==> src/rtl/operand_stack.sv <==
// -----------------------------------------------------------------------------
// operand_stack
//
// Purpose:
//    Operand stack for a small stack machine. It supports PUSH, POP and NOP,
//    and EXEC, which sends the top one or two entries to an external
//    combinational ALU and writes the result back onto the stack.
//    EXEC passes through IDLE -> EXEC -> WRITE -> IDLE. Each illegal command is
//    rejected when it is accepted. A rejected command leaves the stack
//    unchanged and produces an error pulse and an error code.
//
// Ports:
//    clk          single clock, rising edge
//    rst_n        asynchronous active-low reset
//    cmd_valid    a command is offered
//    cmd_ready    a command can be accepted (only in IDLE)
//    cmd          0=NOP 1=PUSH 2=POP 3=EXEC
//    push_data    value written on PUSH
//    cmd_opcode   ALU opcode used on EXEC (4..13 valid, 13 = NOT)
//    alu_a/alu_b  registered ALU operands
//    alu_opcode   registered ALU opcode
//    alu_result   combinational ALU output
//    top          top-of-stack value, 0 when empty
//    count        number of valid entries
//    err          one-cycle error pulse
//    err_code     0=none 1=overflow 2=underflow 3=bad opcode, held until the
//                 next accepted command
// -----------------------------------------------------------------------------
module operand_stack #(
   parameter int DATA_SIZE = 11,
   parameter int DEPTH     = 16
) (
   input  logic                         clk,
   input  logic                         rst_n,
   input  logic                         cmd_valid,
   output logic                         cmd_ready,
   input  logic [1:0]                   cmd,
   input  logic [DATA_SIZE-1:0]         push_data,
   input  logic [3:0]                   cmd_opcode,
   output logic [DATA_SIZE-1:0]         alu_a,
   output logic [DATA_SIZE-1:0]         alu_b,
   output logic [3:0]                   alu_opcode,
   input  logic [DATA_SIZE-1:0]         alu_result,
   output logic [DATA_SIZE-1:0]         top,
   output logic [$clog2(DEPTH+1)-1:0]   count,
   output logic                         err,
   output logic [1:0]                   err_code
);

   localparam int AW = $clog2(DEPTH);
   localparam int CW = $clog2(DEPTH+1);

   localparam logic [1:0] CMD_PUSH = 2'd1;
   localparam logic [1:0] CMD_POP  = 2'd2;
   localparam logic [1:0] CMD_EXEC = 2'd3;

   localparam logic [1:0] ERR_NONE  = 2'd0;
   localparam logic [1:0] ERR_OVF   = 2'd1;
   localparam logic [1:0] ERR_UNF   = 2'd2;
   localparam logic [1:0] ERR_BADOP = 2'd3;

   localparam logic [3:0] OP_FIRST = 4'd4;
   localparam logic [3:0] OP_LAST  = 4'd13;
   localparam logic [3:0] OP_NOT   = 4'd13;

   typedef enum logic [1:0] {IDLE, EXEC, WRITE} state_t;

   state_t               state;
   logic [DATA_SIZE-1:0] mem [DEPTH];
   logic [DATA_SIZE-1:0] result_q;
   logic [AW-1:0]        top_idx;
   logic [AW-1:0]        sec_idx;
   logic [AW-1:0]        push_idx;
   logic                 accept;
   logic                 cmd_not;
   logic                 push_ok;
   logic [1:0]           check_code;

   assign cmd_ready = (state == IDLE);
   assign accept    = cmd_valid && cmd_ready;

   // Pointers into storage. They are only used when count is large enough
   // for them to be meaningful, so the wrap of count-1 at count==0 is harmless.
   assign top_idx  = AW'(count - CW'(1));
   assign sec_idx  = top_idx - AW'(1);
   assign push_idx = count[AW-1:0];

   // Check the offered command against the current occupancy. A nonzero code
   // means the command is rejected, and the stack and FSM stay untouched.
   // A bad opcode takes precedence over an operand shortage.
   always_comb begin
      check_code = ERR_NONE;
      cmd_not    = (cmd_opcode == OP_NOT);
      case (cmd)
         CMD_PUSH: if (count == CW'(DEPTH)) check_code = ERR_OVF;
         CMD_POP:  if (count == '0) check_code = ERR_UNF;
         CMD_EXEC: begin
            if (cmd_opcode < OP_FIRST || cmd_opcode > OP_LAST)
               check_code = ERR_BADOP;
            else if (cmd_not ? (count == '0) : (count < CW'(2)))
               check_code = ERR_UNF;
         end
         default: ;
      endcase
   end

   assign push_ok = accept && (cmd == CMD_PUSH) && (check_code == ERR_NONE);

   // An empty stack shows 0 on top, which hides whatever storage still holds.
   always_comb begin
      top = '0;
      if (count != '0) top = mem[top_idx];
   end

   // Entry storage is not reset. It is written by a good PUSH, and by the
   // WRITE step of EXEC. NOT overwrites the top entry. A binary op writes the
   // second entry, and the top is dropped by the count decrement.
   always_ff @(posedge clk) begin
      if (push_ok)
         mem[push_idx] <= push_data;
      else if (state == WRITE)
         mem[(alu_opcode == OP_NOT) ? top_idx : sec_idx] <= result_q;
   end

   // Control FSM. IDLE handles PUSH, POP, NOP and error reporting. An accepted
   // EXEC latches its operands and opcode. EXEC samples the ALU, and WRITE
   // commits the result. Reset abandons any EXEC that is in flight.
   always_ff @(posedge clk or negedge rst_n) begin
      if (!rst_n) begin
         state      <= IDLE;
         count      <= '0;
         alu_a      <= '0;
         alu_b      <= '0;
         alu_opcode <= '0;
         result_q   <= '0;
         err        <= 1'b0;
         err_code   <= ERR_NONE;
      end else begin
         err <= 1'b0;
         case (state)
            IDLE: begin
               if (accept) begin
                  if (check_code != ERR_NONE) begin
                     err      <= 1'b1;
                     err_code <= check_code;
                  end else begin
                     err_code <= ERR_NONE;
                     case (cmd)
                        CMD_PUSH: count <= count + CW'(1);
                        CMD_POP:  count <= count - CW'(1);
                        CMD_EXEC: begin
                           alu_a      <= cmd_not ? mem[top_idx] : mem[sec_idx];
                           alu_b      <= cmd_not ? '0 : mem[top_idx];
                           alu_opcode <= cmd_opcode;
                           state      <= EXEC;
                        end
                        default: ;
                     endcase
                  end
               end
            end
            EXEC: begin
               result_q <= alu_result;
               state    <= WRITE;
            end
            WRITE: begin
               if (alu_opcode != OP_NOT) count <= count - CW'(1);
               state <= IDLE;
            end
            default: state <= IDLE;
         endcase
      end
   end

endmodule

==> config.mk <==
export PLATFORM = sky130hd
export DESIGN_NAME = operand_stack
export DESIGN_NICKNAME = d
export VERILOG_FILES = /design/src/rtl/operand_stack.sv
export SDC_FILE = /design/constraint.sdc
export NUM_CORES = 1
export LEC_CHECK = 0
export ABC_AREA = 1
export CAP_MARGIN = 10
export CORE_UTILIZATION = 35
export CTS_BUF_LIST = sky130_fd_sc_hd__clkbuf_4
export CTS_CLUSTER_DIAMETER = 200
export DETAILED_ROUTE_END_ITERATION = 8
export PLACE_DENSITY = 0.62
export SYNTH_ARGS = -nofsm -noshare
export SYNTH_HDL_FRONTEND = slang
export SYNTH_SLANG_ARGS = --single-unit
export TNS_END_PERCENT = 30
==> constraint.sdc <==
create_clock -name clk -period 4.9 [get_ports clk]
set_clock_uncertainty 0.15 [all_clocks]
set_input_delay 0.98 -clock clk [delete_from_list [all_inputs] [get_ports clk]]
set_output_delay 0.98 -clock clk [all_outputs]
set_load 0.05 [all_outputs]
Word level (Yosys, flattened, before mapping) --
Memory sizes are Yosys's and may differ from the RTL's. Index checks and enable logic that the tools add are counted.
Word-level totals: register bits 47, bits in latches 0, bits in writable memories 176, memory bits (read-only) 0, input port bits 31, word-level logic and storage cells 76, memories 1
Memory list:
- mem | depth 16, bits a word 11, read ports 2, clocked after memory_dff 0, write ports 1, line 69 | logic [DATA_SIZE-1:0] mem [DEPTH];
Operators by class: add/sub/neg operators 3, multiply operators 0, div/mod/pow operators 0, magnitude comparators 3, equal/unequal tests 14, shifts and indexed selects 0, muxes and demuxes 31, bitwise gates (word level) 1, reduce and logical (&&, ||, !) cells 15
Operators by type and width (number):
- $mux W11 | 4
- $pmux W5 S2 | 2
- $mux W5 | 3
- $mux W2 | 7
- $mux W1 | 11
- $reduce_or A11 Y1 | 1
- $eq A4 B4 Y1 const B | 2
- $mux W4 | 2
- $eq A2 B2 Y1 const B | 3
- $ne A2 B1 Y1 const B | 3
- $pmux W2 S3 | 1
- $add A5 B1 Y5 const B | 1
- $eq A5 B5 Y1 const B | 1
- $logic_not A5 Y1 | 1
- $lt A5 B2 Y1 const B | 1
- $reduce_and A5 Y1 | 1
- $reduce_bool A5 Y1 | 1
- $sub A5 B1 Y5 const B | 1
- $eq A2 B1 Y1 const B | 2
- $gt A4 B4 Y1 const B | 1
- $logic_not A2 Y1 | 2
- $lt A4 B3 Y1 const B | 1
- $ne A4 B4 Y1 const B | 1
- $pmux W2 S2 | 1
- 10 further kinds | 13

Logic depth before layout (Yosys ltp) --
depth after elaboration 11, depth in mapped cells 17, depth with buffers taken out 14

Worst setup path after synthesis --
Ideal clock, no wire load.
path type register to output, start point register count[0], end point output port top[5], data arrival time 2996 ps, data required time 3770 ps, slack 774 ps, stages on the path, launching flop included 12, path buffers 4, cell sequence dfrtp_1 > buf_6 > inv_2 > buf_2 > ha_1 > buf_4 > inv_4 > clkbuf_1 > nand3_1 > nand3_1 > nand3_1 > a21oi_1
On the way: cells in the longest elaborated chain, start to end 3, elaborated cells between the ends (all ways) 4, classes of those cells add/sub: 1; mux: 1; reduce/logical: 1; memory: 1
RTL lines:
- from (decl) | line 45 | output logic [$clog2(DEPTH+1)-1:0] count,
- from (signal assigned) | line 149 | CMD_PUSH: count <= count + CW'(1);
- from (signal assigned) | line 150 | CMD_POP: count <= count - CW'(1);
- from (signal assigned) | line 167 | if (alu_opcode != OP_NOT) count <= count - CW'(1);
- $sub A5 B1 Y5
- $mem_v2 Z16 W11
- $mux W11 (*) | line 112 | if (count != '0) top = mem[top_idx];
- to (decl) | line 44 | output logic [DATA_SIZE-1:0] top,
Mark *: on every way between the ends. The rest lies on a longest branch, timed or not.

Worst setup path after layout --
start point register count[0], end point output port top[10]
The elaborated chain is that of the path after synthesis.

==> summary by stage <==
Status
The run finished with clean final reports.

Finish
Of the cells placed in the final design, the portion with a size suffix greater than 1 is around 11%. The layout has ~3200 filler cells. For this run, the post-layout net count is 1466. The area growth from synthesis to layout is 16.3%. The post-route core utilization is between 40% and 50%. The cell area after layout is between 10000 and 15000 um^2.

Worst setup path
The worst path arrival time is 3590 ps. At the worst endpoint, the required time is 3770 ps. The worst register-to-register path begins at count[1]. The cell with the biggest individual delay on the critical path is buf_4. The largest driver fanout on the critical path is 74. In this run the critical register-to-register path is captured at mem[8][2]. The signal on the critical path passes through buf_4 > buf_4 > o211ai_1 > nand3_1 > nand3_1 > a21oi_1 > buf_12. STA classifies the critical path startpoint as a flop.

The start-to-end type of the worst setup path is flop to primary output. For flop-to-flop paths, the worst setup slack is 770 ps. The critical path endpoint category is a primary output. The worst-case reg-to-reg path depth is 14. For this run, the slowest stage of the critical path takes 700 ps.

Placement
The congestion estimate from routability-driven global placement came to 0.982. Once detailed placement completed, the half-perimeter wirelength came to about 25000 um. Before CTS, the worst setup slack after placement is approximately 650 ps. The instance area at placement is between 10000 and 15000 um^2.

The number of port buffers is 76.

STA
The final count of hold timing violations is 0. The achievable frequency is approximately 0.21 GHz. The aggregate negative setup slack is 0 ps. Setup repair after global routing left no endpoint under its margin.

The worst setup slack after layout is between 150 and 200 ps. The worst path uses 96.4% of the clock period. The final number of max-transition violations is 0. For the pin with the worst max-slew slack, the measured transition is around 1200 ps. The smallest clock period supported by the final layout is computed as ~4700 ps. Setup violations remaining at the end of the flow were counted as 0. The relative slew slack is around 18%.

Clock tree
The clock transition at the register clock pins on the worst setup and hold paths after CTS is 70 ps. The deepest level of the CTS H-tree is 2. The clock drives 223 sinks.

The clock latency at the later pin of the worst-skew pair is 720 ps. The TritonCTS clock tree is done. The CTS buffer count is 57. For this design, the CTS-stage hold fixing added 0 buffers. No sink is reached through more buffers than the 3 on the longest clock path. The buffer cell driving the clock tree root is clkbuf_4.

Synthesis
The commonest cells after synthesis are nand2_1, nand3_1, edfxtp_1, inv_1, nor2_1. Counting flops and latches in the post-synthesis netlist gives ~220. The most frequent cell after synthesis is nand2_1. The leading area contributor after synthesis is edfxtp_1. The area share of the leading cell type in the synthesized netlist is a little under half. Among all flip-flop cells after synthesis, the most frequent one is edfxtp_1. The number of library cell types mapped by synthesis is 32. Of the synthesized area, sequential elements account for 55.6%. The count of flip-flops with a built-in enable after synthesis is approximately 180. The synthesized net count is 1387. Synthesis handed over a netlist of between 1000 and 1500 instances. The per-instance average area after synthesis is 8.60 um^2.

By area the synthesized netlist is led by edfxtp_1, nand2_1, dfrtp_1, nand3_1, inv_1. In the synthesized netlist the async set-or-reset flop fraction comes to 21.1%. The yosys synthesis warning count is 0. After synthesis the cells add up to 11600 um^2.

Detailed routing
For this run, design rule violations remaining after detail routing come to 0. The total iterations of the first detailed-routing run is 6. The detail route stage leaves a number of antenna-violating nets equal to 0. The routed design has ~37000 um of wire.

The via density per instance is roughly 5.3. The routed length per instance is 19.5 um. The detailed router placed around 10000 vias in this run. After the first detailed-routing iteration, the DRC count stood at 1154.

Flow run
Max-cap violations in this run came to 0.

Global route
Global routing consumed, over all layers together, ~22% of the routing resources. The via count of the first global-routing pass is ~9400. The global-route wire length before repair is about 56000 um. The global route total overflow is 0.

The initial antenna violation count is 1. The maximum number of pins on one net before global-route repair is 90.

Floorplan
The die area is between 30000 and 40000 um^2. In this run the horizontal extent of the chip is 184 um. The number of placement rows is between 60 and 70. 77 I/O pins were placed. The initial core utilization is around 36%.

The area inside the core boundary is around 33000 um^2. The die is around 180 um tall.

Min path
The class of the tightest hold or removal check is input port to async pin.
==> logic make-up (layout without fill, tap and decap cells) <==
logic type      after synthesis  count (layout)  share of synthesized area [%]
simple gates                817             818                           30.5
flops                       223             223                           55.6
buf+inv                     200             319                           7.79
compound gates              100             100                           5.09
xor+xnor                      7               7                          0.527
fa+ha+maj                     4               4                          0.430
mux                           1               1                         0.0861
other cells                   0               1                              0
==> area by class of cell <==
type | instances | area, um^2 | share of cell area, %
diodes | 1 | 2.50 | 0.0185
clock buffers | 79 | 593 | 4.38
clock inverters | 21 | 116 | 0.860
inverters | 120 | 455 | 3.37
multi-input cells | 930 | 4280 | 31.6
flip-flops and latches | 223 | 6460 | 47.8
well taps | 442 | 553 | 4.09
repair buffers | 99 | 1060 | 7.86
==> sequential cells by signal (all words and copies together), names as in the netlist <==
name	count
alu_a	11
state	2
alu_opcode	4
err_code	2
mem	176
err	1
result_q	11
count	5
alu_b	11
==> per-stage QoR <==
step | std cells | hold WS [ps]
6_report | 1915 | 325
5_1_grt | 1915 | 359
4_1_cts | 1913 | 326
3_5_place_dp | 1813 | 309
3_3_place_gp | 1813 | 307
2_1_floorplan | 1352 | 292
==> worst max-delay path by stage <==
stage | start | endpoint | slack (ps)
floorplan | count[0] | top[5] | 770
global placement | cmd_opcode[1] | mem[8][2] | 740
detailed placement | count[1] | mem[8][2] | 650
CTS | count[1] | top[3] | 30
global route | count[0] | top[10] | 40
finish | count[0] | top[10] | 180
==> worst max-delay path, delay by kind of cell, from the launching register on <==
family,cells,cell delay (ps)
AO/OA/AOI/OAI,2,720
buffers and inverters,3,1390
flip-flops,1,410
AND/OR/NAND/NOR,2,310
==> placed cells by master (no fill, tap or decap), types with 7 or more instances in the layout <==
master and n:
buf_12 13, buf_4 21, nand3_1 233, or2_2 11, a21oi_1 47, nor2_1 82
inv_1 107, o211ai_1 33, nand2_2 7, dfrtp_1 46, clkbuf_4 79, inv_2 11
o21ai_0 12, nand4_1 23, clkdlybuf4s50_1 64, nor2_4 8, edfxtp_1 176, clkinv_1 14
nand2_1 448
==> routing by layer <==
layer	vias up	share of wire, %	GRT usage (%)
met4	0	5.0	11.7
met3	115	8.4	3.89
li1	4681	-	-
met5	-	0	0
met1	4722	42	29.9
met2	550	45	34.4
==> repair_timing <==
action                                  in CTS  in global routing
buffers inserted                             0                  0
gates resized for setup                      0                  3
hold endpoints to repair                     0                  0
endpoints found under the setup margin       0                 11
Power is not shown: default switching activity piles up to over one toggle a cycle in this logic, so the estimate is an artifact.
==> RTL edit: new RTL, same flow settings <==
Make the reset (`rst_n`) synchronous in one clocked block. Comments in the files are not updated.
--- a/src/rtl/operand_stack.sv
+++ b/src/rtl/operand_stack.sv
@@ -125,7 +125,7 @@
    // Control FSM. IDLE handles PUSH, POP, NOP and error reporting. An accepted
    // EXEC latches its operands and opcode. EXEC samples the ALU, and WRITE
    // commits the result. Reset abandons any EXEC that is in flight.
-   always_ff @(posedge clk or negedge rst_n) begin
+   always_ff @(posedge clk) begin
       if (!rst_n) begin
          state      <= IDLE;
          count      <= '0;
Check against the original RTL: differs if rst_n is asserted again (counterexample within 4 cycles, from zero or initial values and one cycle with rst_n low); with rst_n held inactive, the same outputs for 4 cycles.
==> RTL edit against the original RTL <==
Final cell count is 7.8% higher; worst setup slack better by 0.13 ns; routed wire length is 2.0% lower; sequential cell count stayed put; final area is 0.86% higher; synthesized area is 0.90% higher.
==> RTL edit: results <==
worst_setup_path:
  ff2ff_path_depth: 12
  r2r-end: "mem[4][4]"
  cpMaxStageDelayCell: "a21oi_1"
  critPathMaxStageDelay_ns: 0.51
  critPathLaunch: "count[1]"
  critPathArrivalTime_ns: 3.46
  path_max_fanout: 32
  r2r_setup_slack_ns: 0.92
synthesis:
  synth_flop_cell: "edfxtp_1"
  synth-xor-area-share_pct: 0.448
  synth-compound-area-share_pct: 4.48
  seq_area_frac_synth_pct: 53.1
  synth_fa_ha_area_share_pct: 0.427
  synthCells: 1494
  synth_area_leaders: "edfxtp_1 45%, nand2_1 18%, nand3_1 8.1%, dfxtp_1 8.0%, inv_1 4.6%"
  synthTopCellsByCount: "575 x nand2_1, 191 x nand3_1, 176 x edfxtp_1"
  synth_mux_area_share_pct: 0
  synth_cell_types: 30
  synth-edff-count: 176
  async_reset_ff_share_pct: 0
layout:
  drive_gt1_share_pct: 9.99
  largest_reg_flops: 176
  nFillCells: 3309
  finalNetCount: 1615
clock_network:
  clkLatencyLatePin_ns: 0.71
  cts_root_buf: "clkbuf_4"
  cts-buffers-inserted: 58
detailed_routing:
  wl_um: 36600
  wl_met3_um: 3100
  met1_length_um: 15000
  drtPass1Iterations: 6
  route.met2.wl_um: 17000
  vias_per_cell: 5.06
  dr.max_layer_used: "met4"
  drt_iter0_markers: 844
  num_vias: 10441
placed_design:
  dp.cells: 1961
  dp_hpwl_um: 24200
  gp_congestion: 1.01
  place_area_um2: 12900
  place_ws_ns: 0.900
timing:
  whs_ns: 0.319
  worstMarginPinSlew_ns: 1.26
  fin_crit_sh_pct: 93.7
global_routing:
  grt.met3_usage_pct: 4.29
  grt_use_met2_pct: 35.8
  use_met1_pct: 27.4
  grt_pass1_vias: 9914
  grt_max_degree: 81
  grt.total_usage_pct: 21.7
  antenna_found_initial: 1
  grt_pass1_wl_um: 56100
status:
  run_status: "finished clean"
worst_hold_path:
  hold_end: "alu_b[9]"
  hold_path_class: "flop to flop"
-- RTL edit: cell type report --
class	instances	area, µm²	share of cell area, %
timing repair buffer	107	1100	8.09
clock buffer	77	578	4.24
antenna	1	2.50	0.0183
multi-input combinational	1034	4470	32.7
tap	442	553	4.05
inverter	156	586	4.29
sequential	223	6230	45.7
clock inverter	25	128	0.935
-- RTL edit: timing repair --
| item | CTS | global route |
|---|---|---|
| hold buffers | 0 | 0 |
| resized for setup | 0 | 0 |
| endpoints found under the setup margin | 0 | 4 |
-- RTL edit: logic make-up (layout without fill, tap and decap cells) --
| group | count (synthesis) | count (layout) |
|---|---|---|
| simple gates | 923 | 924 |
| compound gates | 100 | 100 |
| fa+ha+maj | 4 | 4 |
| buf+inv | 238 | 365 |
| other cells | 0 | 1 |
| flops | 223 | 223 |
| xor+xnor | 6 | 6 |
-- RTL edit: power breakdown --
group          internal (µW)  switching [µW]  leakage [µW]
registers               2070            18.8       0.00197
logic                    415            1040       0.00360
clock network            783             774      0.000414
total                   3270            1830       0.00598
